--- src/rtl/cla_multi_operand_addsub.sv ---
// Sequential multi-operand add/subtract unit: valid/ready operand intake, accumulator folded
// through a two-level carry-lookahead adder, sticky carry/borrow and signed-overflow flags.

module cla_multi_operand_addsub_cla #(
  parameter int N = 16,
  parameter int G = 4
) (
  input  logic [N-1:0] a_i,
  input  logic [N-1:0] b_i,
  input  logic         c_i,
  output logic [N-1:0] sum_o,
  output logic         c_o
);
  localparam int NG = N / G;

  logic [N-1:0]  bit_g, bit_p, bit_c;
  logic [NG-1:0] grp_g, grp_p;
  logic [NG:0]   grp_c;

  assign bit_g = a_i & b_i;
  assign bit_p = a_i ^ b_i;

  genvar gi;
  generate
    for (gi = 0; gi < NG; gi++) begin : g_grp
      logic [G-1:0] gg_l, pp_l, bc_l;
      logic         grp_g_l;

      assign gg_l = bit_g[gi*G +: G];
      assign pp_l = bit_p[gi*G +: G];

      // Group generate as a flat sum of products so it is a single lookahead level.
      always_comb begin
        logic t;
        grp_g_l = 1'b0;
        for (int k = 0; k < G; k++) begin
          t = gg_l[k];
          for (int m = k + 1; m < G; m++) t = t & pp_l[m];
          grp_g_l = grp_g_l | t;
        end
      end

      // Bit carries inside the group, looked ahead from the group carry-in.
      always_comb begin
        logic t;
        logic s;
        bc_l = '0;
        for (int k = 0; k < G; k++) begin
          t = grp_c[gi];
          for (int m = 0; m < k; m++) t = t & pp_l[m];
          s = t;
          for (int j = 0; j < k; j++) begin
            t = gg_l[j];
            for (int m = j + 1; m < k; m++) t = t & pp_l[m];
            s = s | t;
          end
          bc_l[k] = s;
        end
      end

      assign grp_g[gi]           = grp_g_l;
      assign grp_p[gi]           = &pp_l;
      assign bit_c[gi*G +: G]    = bc_l;
    end
  endgenerate

  // Second-level lookahead over the group generate/propagate pairs.
  always_comb begin
    logic t;
    logic s;
    grp_c    = '0;
    grp_c[0] = c_i;
    for (int j = 1; j <= NG; j++) begin
      t = c_i;
      for (int m = 0; m < j; m++) t = t & grp_p[m];
      s = t;
      for (int i = 0; i < j; i++) begin
        t = grp_g[i];
        for (int m = i + 1; m < j; m++) t = t & grp_p[m];
        s = s | t;
      end
      grp_c[j] = s;
    end
  end

  assign sum_o = bit_p ^ bit_c;
  assign c_o   = grp_c[NG];
endmodule

module cla_multi_operand_addsub #(
  parameter int N       = 16,
  parameter int G       = 4,
  parameter int NUM_OPS = 2
) (
  input  logic         clk,
  input  logic         rst_n,
  input  logic         start,
  input  logic         sub,
  input  logic         cin,
  input  logic         abort,
  input  logic         in_valid,
  output logic         in_ready,
  input  logic [N-1:0] data_in,
  output logic         busy,
  output logic         done,
  output logic [N:0]   data_out,
  output logic         overflow
);
  localparam int CW = $clog2(NUM_OPS);

  typedef enum logic [1:0] {
    S_IDLE = 2'd0,
    S_LOAD = 2'd1,
    S_DONE = 2'd2
  } state_e;

  state_e        state_q, state_d;
  logic [N-1:0]  acc_q, acc_d;
  logic [CW-1:0] cnt_q, cnt_d;
  logic          sub_q, sub_d;
  logic          cin_q, cin_d;
  logic          carry_q, carry_d;
  logic          ovf_q, ovf_d;
  logic [N:0]    dout_q, dout_d;
  logic          oflow_q, oflow_d;

  logic [N-1:0]  opnd_b;
  logic          cla_cin;
  logic [N-1:0]  sum;
  logic          cla_cout;
  logic          step_carry;
  logic          step_ovf;
  logic          beat;
  logic          last_beat;

  // Subtraction is acc + ~x + 1; the external carry-in only feeds the first add step.
  assign opnd_b  = sub_q ? ~data_in : data_in;
  assign cla_cin = sub_q | (cin_q & (cnt_q == CW'(1)));

  cla_multi_operand_addsub_cla #(.N(N), .G(G)) u_cla (
    .a_i   (acc_q),
    .b_i   (opnd_b),
    .c_i   (cla_cin),
    .sum_o (sum),
    .c_o   (cla_cout)
  );

  assign step_carry = sub_q ? ~cla_cout : cla_cout;
  assign step_ovf   = (acc_q[N-1] == opnd_b[N-1]) && (sum[N-1] != acc_q[N-1]);
  assign beat       = in_valid && (state_q == S_LOAD);
  assign last_beat  = (cnt_q == CW'(NUM_OPS - 1));

  always_comb begin
    state_d = state_q;
    acc_d   = acc_q;
    cnt_d   = cnt_q;
    sub_d   = sub_q;
    cin_d   = cin_q;
    carry_d = carry_q;
    ovf_d   = ovf_q;
    dout_d  = dout_q;
    oflow_d = oflow_q;

    case (state_q)
      S_LOAD: begin
        if (abort) begin
          state_d = S_IDLE;
        end else if (beat) begin
          cnt_d = CW'(cnt_q + 1'b1);
          if (cnt_q == '0) begin
            acc_d   = data_in;
            carry_d = 1'b0;
            ovf_d   = 1'b0;
          end else begin
            acc_d   = sum;
            carry_d = carry_q | step_carry;
            ovf_d   = ovf_q | step_ovf;
            if (last_beat) begin
              dout_d  = {carry_q | step_carry, sum};
              oflow_d = ovf_q | step_ovf;
              state_d = S_DONE;
            end
          end
        end
      end
      default: begin
        // IDLE and DONE behave alike: abort dominates, start opens a new transaction.
        state_d = S_IDLE;
        if (!abort && start) begin
          state_d = S_LOAD;
          sub_d   = sub;
          cin_d   = cin;
          cnt_d   = '0;
        end
      end
    endcase
  end

  always_ff @(posedge clk or negedge rst_n) begin
    if (!rst_n) begin
      state_q <= S_IDLE;
      acc_q   <= '0;
      cnt_q   <= '0;
      sub_q   <= 1'b0;
      cin_q   <= 1'b0;
      carry_q <= 1'b0;
      ovf_q   <= 1'b0;
      dout_q  <= '0;
      oflow_q <= 1'b0;
    end else begin
      state_q <= state_d;
      acc_q   <= acc_d;
      cnt_q   <= cnt_d;
      sub_q   <= sub_d;
      cin_q   <= cin_d;
      carry_q <= carry_d;
      ovf_q   <= ovf_d;
      dout_q  <= dout_d;
      oflow_q <= oflow_d;
    end
  end

  assign in_ready = (state_q == S_LOAD);
  assign busy     = (state_q == S_LOAD);
  assign done     = (state_q == S_DONE);
  assign data_out = dout_q;
  assign overflow = oflow_q;
endmodule

--- config.mk ---
export PLATFORM = sky130hd
export DESIGN_NAME = cla_multi_operand_addsub
export DESIGN_NICKNAME = d
export VERILOG_FILES = /design/src/rtl/cla_multi_operand_addsub.sv
export SDC_FILE = /design/constraint.sdc
export NUM_CORES = 1
export LEC_CHECK = 0
export CORE_MARGIN = 2
export CORE_UTILIZATION = 45
export CTS_BUF_LIST = sky130_fd_sc_hd__clkbuf_16
export CTS_CLUSTER_SIZE = 14
export DETAILED_ROUTE_END_ITERATION = 10
export MAX_ROUTING_LAYER = met4
export PLACE_DENSITY = 0.69
export SYNTH_ARGS = -nofsm -noshare
export SYNTH_HDL_FRONTEND = slang
export SYNTH_SLANG_ARGS = --single-unit
--- constraint.sdc ---
create_clock -name clk -period 9.6 [get_ports clk]
set_clock_uncertainty 0.2 [all_clocks]
set_input_delay 1.44 -clock clk [delete_from_list [all_inputs] [get_ports clk]]
set_output_delay 1.44 -clock clk [all_outputs]
set_load 0.05 [all_outputs]
Yosys cells after proc, flatten, opt, wreduce, memory -nomap -nowiden
Index checks and enable logic that the tools add are counted.
{ "word_totals": {"latch_bits": 0, "regBits": 41, "elab_cells": 149, "ramBits": 0, "memories": 0, "rom_bits": 0, "inputBits": 23, "output_inout_bits": 21} }
{ "classes": {"mux": 14, "bitwise_logic": 103, "div": 0, "n_lt_le_gt_ge": 0, "shifts": 0, "n_eq_ne": 8, "reduce_logical": 14, "n_mul": 0, "n_addsub": 1} }
{ "op_table": {"columns": ["operator", "count"], "rows": [
  ["bitwise OR 1 bit", 49],
  ["AND 1 bit", 47],
  ["2-to-1 mux 16 bit", 2],
  ["XOR 16 bit", 2],
  ["AND reduction 4 bit", 5],
  ["AND 16 bit", 1],
  ["NOT 16 bit", 1],
  ["2-to-1 mux 1 bit", 8],
  ["2-to-1 mux 2 bit", 4],
  ["inequality test 3 x 2 -> 1 bit, second input constant", 2],
  ["AND reduction 3 bit", 2],
  ["AND reduction 2 bit", 2],
  ["logical AND 1 bit", 3],
  ["NOT 1 bit", 3],
  ["== test 2 x 1 -> 1 bit, second input constant", 1],
  ["== test 2 bit, second input constant", 1],
  ["inequality test 2 x 1 -> 1 bit, second input constant", 1],
  ["inequality test 2 bit, second input constant", 1],
  ["nonzero test 2 bit", 1],
  ["adder 1 bit, second input constant", 1],
  ["== test 1 bit", 1],
  ["zero test 1 bit", 1],
  ["inequality test 1 bit", 1]
]} }

Logic depth before layout (Yosys ltp)
{ "depth": {"depth_word": 25, "ltp_mapped": 16, "ltp_nobuf": 14} }

Cells and area by module
From an unflattened synthesis, not the netlist that was laid out.
{ "unflattened": {"cells_unflattened": 245, "hier_area_um2": 2695.1} }
{ "by_module_without_submodules": {"columns": ["module", "seq_area_each_um2", "n_inst", "area_per_inst_um2", "cells_per_inst"], "rows": [
  ["cla_multi_operand_addsub", 1026.0, 1, 1966.9, 162],
  ["cla_multi_operand_addsub_cla", 0.0, 1, 728.2, 83]
]} }

Least setup slack after synthesis
No wires, ideal clock.
{ "synth_path": {"path_kind": "input to register", "start": "input data_in[2]", "end": "register oflow_q (netlist: overflow)", "path_stages": 14, "path_slack_ns": 5.350, "required_ns": 9.277, "n_path_buf": 0, "arrival_time_ns": 3.926, "setup_ns": 0.123, "cell_sequence": "xor2_1 -> ha_1 -> a21oi_1 -> a21boi_1 -> or3_4 -> a21o_1 -> inv_2 -> o21ai_1 -> ha_1 -> o21a_1 -> o21a_1 -> or3_1 -> a31oi_1 -> o21ai_1"} }
{ "synth_between": {"elab_chain_len": 23, "word_cells_on_any_way": 31, "cone_classes": "eq/ne (1); mux (1); bitwise (27); reduce/logical (2)"} }
{ "synth_rtl": {"columns": ["item", "line", "rtl"], "rows": [
  ["start: declaration", "103", "input logic [N-1:0] data_in,"],
  ["NOT 16 bit", "137", "assign opnd_b = sub_q ? ~data_in : data_in;"],
  ["2-to-1 mux 16 bit *", "137", null],
  ["XOR 16 bit", "21", "assign bit_p = a_i ^ b_i;"],
  ["AND 1 bit (2 in series)", "38", "for (int m = k + 1; m < G; m++) t = t & pp_l[m];"],
  ["bitwise OR 1 bit (3 in series)", "39", "grp_g_l = grp_g_l | t;"],
  ["AND 1 bit (2 in series)", "79", "for (int m = i + 1; m < j; m++) t = t & grp_p[m];"],
  ["bitwise OR 1 bit * (3 in series)", "80", "s = s | t;"],
  ["AND 1 bit * (3 in series)", "50", "for (int m = 0; m < k; m++) t = t & pp_l[m];"],
  ["bitwise OR 1 bit * (3 in series)", "55", "s = s | t;"],
  ["XOR 16 bit *", "86", "assign sum_o = bit_p ^ bit_c;"],
  ["inequality test 1 bit *", "149", "assign step_ovf = (acc_q[N-1] == opnd_b[N-1]) && (sum[N-1] != acc_q[N-1]);"],
  ["logical AND 1 bit *", "149", null],
  ["bitwise OR 1 bit *", "180", "oflow_d = ovf_q | step_ovf;"],
  ["end signal: assignment", "219", "oflow_q <= oflow_d;"],
  ["end: declaration", "125", "logic oflow_q, oflow_d;"]
]} }
Mark *: on every way between the ends. The rest lies on a longest branch, timed or not.
A chain may end at the register's enable or synchronous reset.

Worst setup path after layout
Ends and elaborated chain as after synthesis.

==> impl_metrics.tcl <==
set metrics [dict create \
    synth-main-ff-cell "dfrtp_1" \
    cts_buffer_depth 2 \
    drtPass1Iterations 4 \
    clk_pin_slew_ns 0.06 \
    yosysWarnings 0 \
    postRouteAntennaNets 0 \
    dp_slack_ns 4.641 \
    avgSynthCellArea_um2 9.313 \
    initialDrtViolationCount 102 \
    grt_max_degree 42 \
    grt_pass1_wl_mm 9.377 \
    area_growth_pct 22.39 \
    fin_crit_ns 4.678 \
    vias 2105 \
    initial_core_util_pct 46.05 \
    tightest_slew_ns 1.077 \
    dp_hpwl_mm 3.928 \
    grt_pass1_vias 2065 \
    cts_buffers 5 \
    cts_tree "yes" \
    grt_usage_pct 19.07 \
    die_w_um 81.61 \
    ys_ff_latch 41 \
    ir_drop_mv 0.1432 \
    seqPwrFrac_pct 25.9 \
    ioPinCount 44 \
    synth_top_cell_by_area "dfrtp_1" \
    antenna_found_initial 0 \
    p_int_w 0.0005817 \
    cp_max_fo 5 \
    end_kind "register" \
    setup_viol 0 \
    power_density_mw_per_mm2 322.6 \
    crit_arrival_ns 4.61 \
    rows 28 \
    start_kind "primary input" \
    htree_levels 2 \
    synthDistinctLibCells 42 \
    rsz0062_at_grt "false" \
    synth_edf_count 0 \
    relSlewSlack_pct 27.97 \
    syn_nets 338 \
    synth_commonest_cells "41 x dfrtp_1, 36 x nand2_1, 21 x inv_1, 20 x ha_1, 20 x xor2_1" \
    final-max-slew-violation-count 0 \
    drive_gt1_share_pct 5.740 \
    grt_overflow_total 0 \
    insertion_delay_ns 0.28 \
    critPathKind "in2reg" \
    p_sw_share_pct 45.64 \
    hold_violations 0 \
    coreArea_mm2 0.005886 \
    synthCells 291 \
    leakage_nw 1.522 \
    setup.worst_path.end "overflow" \
    fin_crit_sh_pct 48.73 \
    dieArea_mm2 0.006659 \
    drt_wl_total_mm 5.500 \
    clockRootBuffer "clkbuf_16" \
    r2r_end "overflow" \
    max_freq_mhz 213.8 \
    drv_cap 0 \
    clock_sinks 41 \
    combinationalPowerShare_pct 58.9 \
    async_flop_share_pct 100.0 \
    cts_hold_buf 0 \
    wl_per_cell_um 13.55 \
    crit_start "data_in[2]" \
    outcome "finished, final reports clean" \
    die_h_um 81.61 \
    r2r_start "sub_q" \
    syn_area_mm2 0.002710 \
    viasPerCell 5.185 \
    io_buffer_count 43 \
    yosysMostFrequentCell "dfrtp_1" \
    power.switching_w 0.0004884 \
    fin_tns_setup_ns 0 \
    hold_class "reg2reg" \
    final_nets 377 \
    yosys-top-cells-area "dfrtp_1 38%, ha_1 9.2%, xor2_1 6.5%" \
    gp_congestion 0.8382 \
    nFillCells 543 \
    finalPower_w 0.001070 \
    fin_ws_ns 4.922 \
    cts_resized 0 \
    ff2ff_path_depth 14 \
    reg2reg_slack_ns 5.94 \
    insertedDiodeCount 0 \
    pwr-share-clk_pct 15.2 \
    synth-seq-area-share_pct 37.86 \
    crit_required_ns 9.53 \
    postCtsSetupBuffers 0 \
    synth_top_area_share_pct 37.86 \
    drc 0 \
]
==> cells by family (layout without fill, tap and decap cells) <==
kind of cell,count (synthesis),count (layout),share of synthesized area (%)
AND/OR/NAND/NOR,86,86,14.82
AO/OA/AOI/OAI,65,65,15.61
flip-flops,41,41,37.86
buffers and inverters,36,76,5.771
adder cells (fa/ha/maj),24,24,12.19
XOR/XNOR,20,20,6.464
multiplexers,19,19,7.294
==> state kept, by name, indices dropped and copies added, names as in the netlist <==
register  flops
acc_q        16
carry_q       1
cin_q         1
cnt_q         1
data_out     17
overflow      1
ovf_q         1
state_q       2
sub_q         1
==> area by class of cell <==
type / instances / area (µm²) / share of cell area [%]
sequential: 41 / 1026 / 30.93
inverter: 22 / 82.58 / 2.490
clock inverter: 3 / 13.76 / 0.4149
multi-input combinational: 214 / 1528 / 46.06
timing repair buffer: 46 / 447.9 / 13.50
tap: 75 / 93.84 / 2.829
clock buffer: 5 / 125.1 / 3.772
==> worst max-delay path: stages <==
cell and delay [ns]:
clkdlybuf4s50_1 0.49, xor2_1 0.16, ha_1 0.30, a21oi_1 0.15
a21boi_1 0.11, or3_4 0.39, a21o_1 0.19, inv_2 0.08
o21ai_1 0.08, ha_1 0.20, o21a_1 0.19, o21a_1 0.21
or3_1 0.32, a31oi_1 0.23, o21ai_1 0.08
==> worst min-delay path by stage <==
stage                            start            to  depth (start not counted)
after floorplan              acc_q[13]     acc_q[13]                          1
after global placement    data_out[10]  data_out[10]                          2
after detailed placement   data_out[6]   data_out[6]                          2
after CTS                 data_out[10]  data_out[10]                          2
after global routing       data_out[6]   data_out[6]                          2
final                     data_out[10]  data_out[10]                          2
==> stage by stage <==
stage | utilization [%] | hold WS (ns) | cell area [µm²] | instances
finish | 56.36 | 0.2707 | 3317 | 406
global route | 56.36 | 0.2983 | 3317 | 406
CTS | 56.36 | 0.2761 | 3317 | 406
global placement | 54.00 | 0.2603 | 3178 | 398
floorplan | - | 0.2649 | 2710 | 291
detailed placement | 54.00 | 0.2609 | 3178 | 398
==> routing by layer <==
| metal | vias to the layer above | GRT usage [%] | wire (µm) |
|---|---|---|---|
| met5 | - | - | 0 |
| met4 | 0 | 5.500 | 54 |
| met3 | 5 | 3.626 | 227 |
| met2 | 45 | 32.13 | 2608 |
| met1 | 974 | 23.43 | 2609 |
| li1 | 1081 | - | - |
==> placed cells by master (no fill, tap or decap), types with 2 or more instances in the layout <==
cell / synthesis / layout
inv_1: 21 / 22
clkinv_2: 0 / 2
ha_1: 20 / 20
mux2_1: 4 / 4
a21o_1: 3 / 3
nand3_1: 7 / 7
clkbuf_16: 0 / 5
clkdlybuf4s50_1: 0 / 42
nor2b_1: 7 / 7
o21ai_1: 13 / 13
nand4_1: 3 / 3
nand2_1: 36 / 36
buf_4: 1 / 3
o21ai_0: 7 / 7
or3_1: 5 / 5
fa_1: 4 / 4
nor3_1: 4 / 4
a31oi_1: 6 / 6
o21a_1: 10 / 10
nand2b_1: 3 / 3
nor2_1: 16 / 16
xor2_1: 20 / 20
nor3b_1: 2 / 2
mux2i_1: 13 / 13
a21oi_1: 16 / 16
dfrtp_1: 41 / 41
mux2_2: 2 / 2
==> power by group through the flow <==
stage                     combinational, W  sequential [W]  clock [W]
after CTS                         0.000634        0.000278   0.000166
after global routing              0.000705        0.000286   0.000175
after global placement            0.000619        0.000280          0
after detailed placement          0.000631        0.000280          0
after floorplan                   0.000351        0.000397          0
final                             0.000630        0.000277   0.000163
Power figures use the tool's default switching activity.
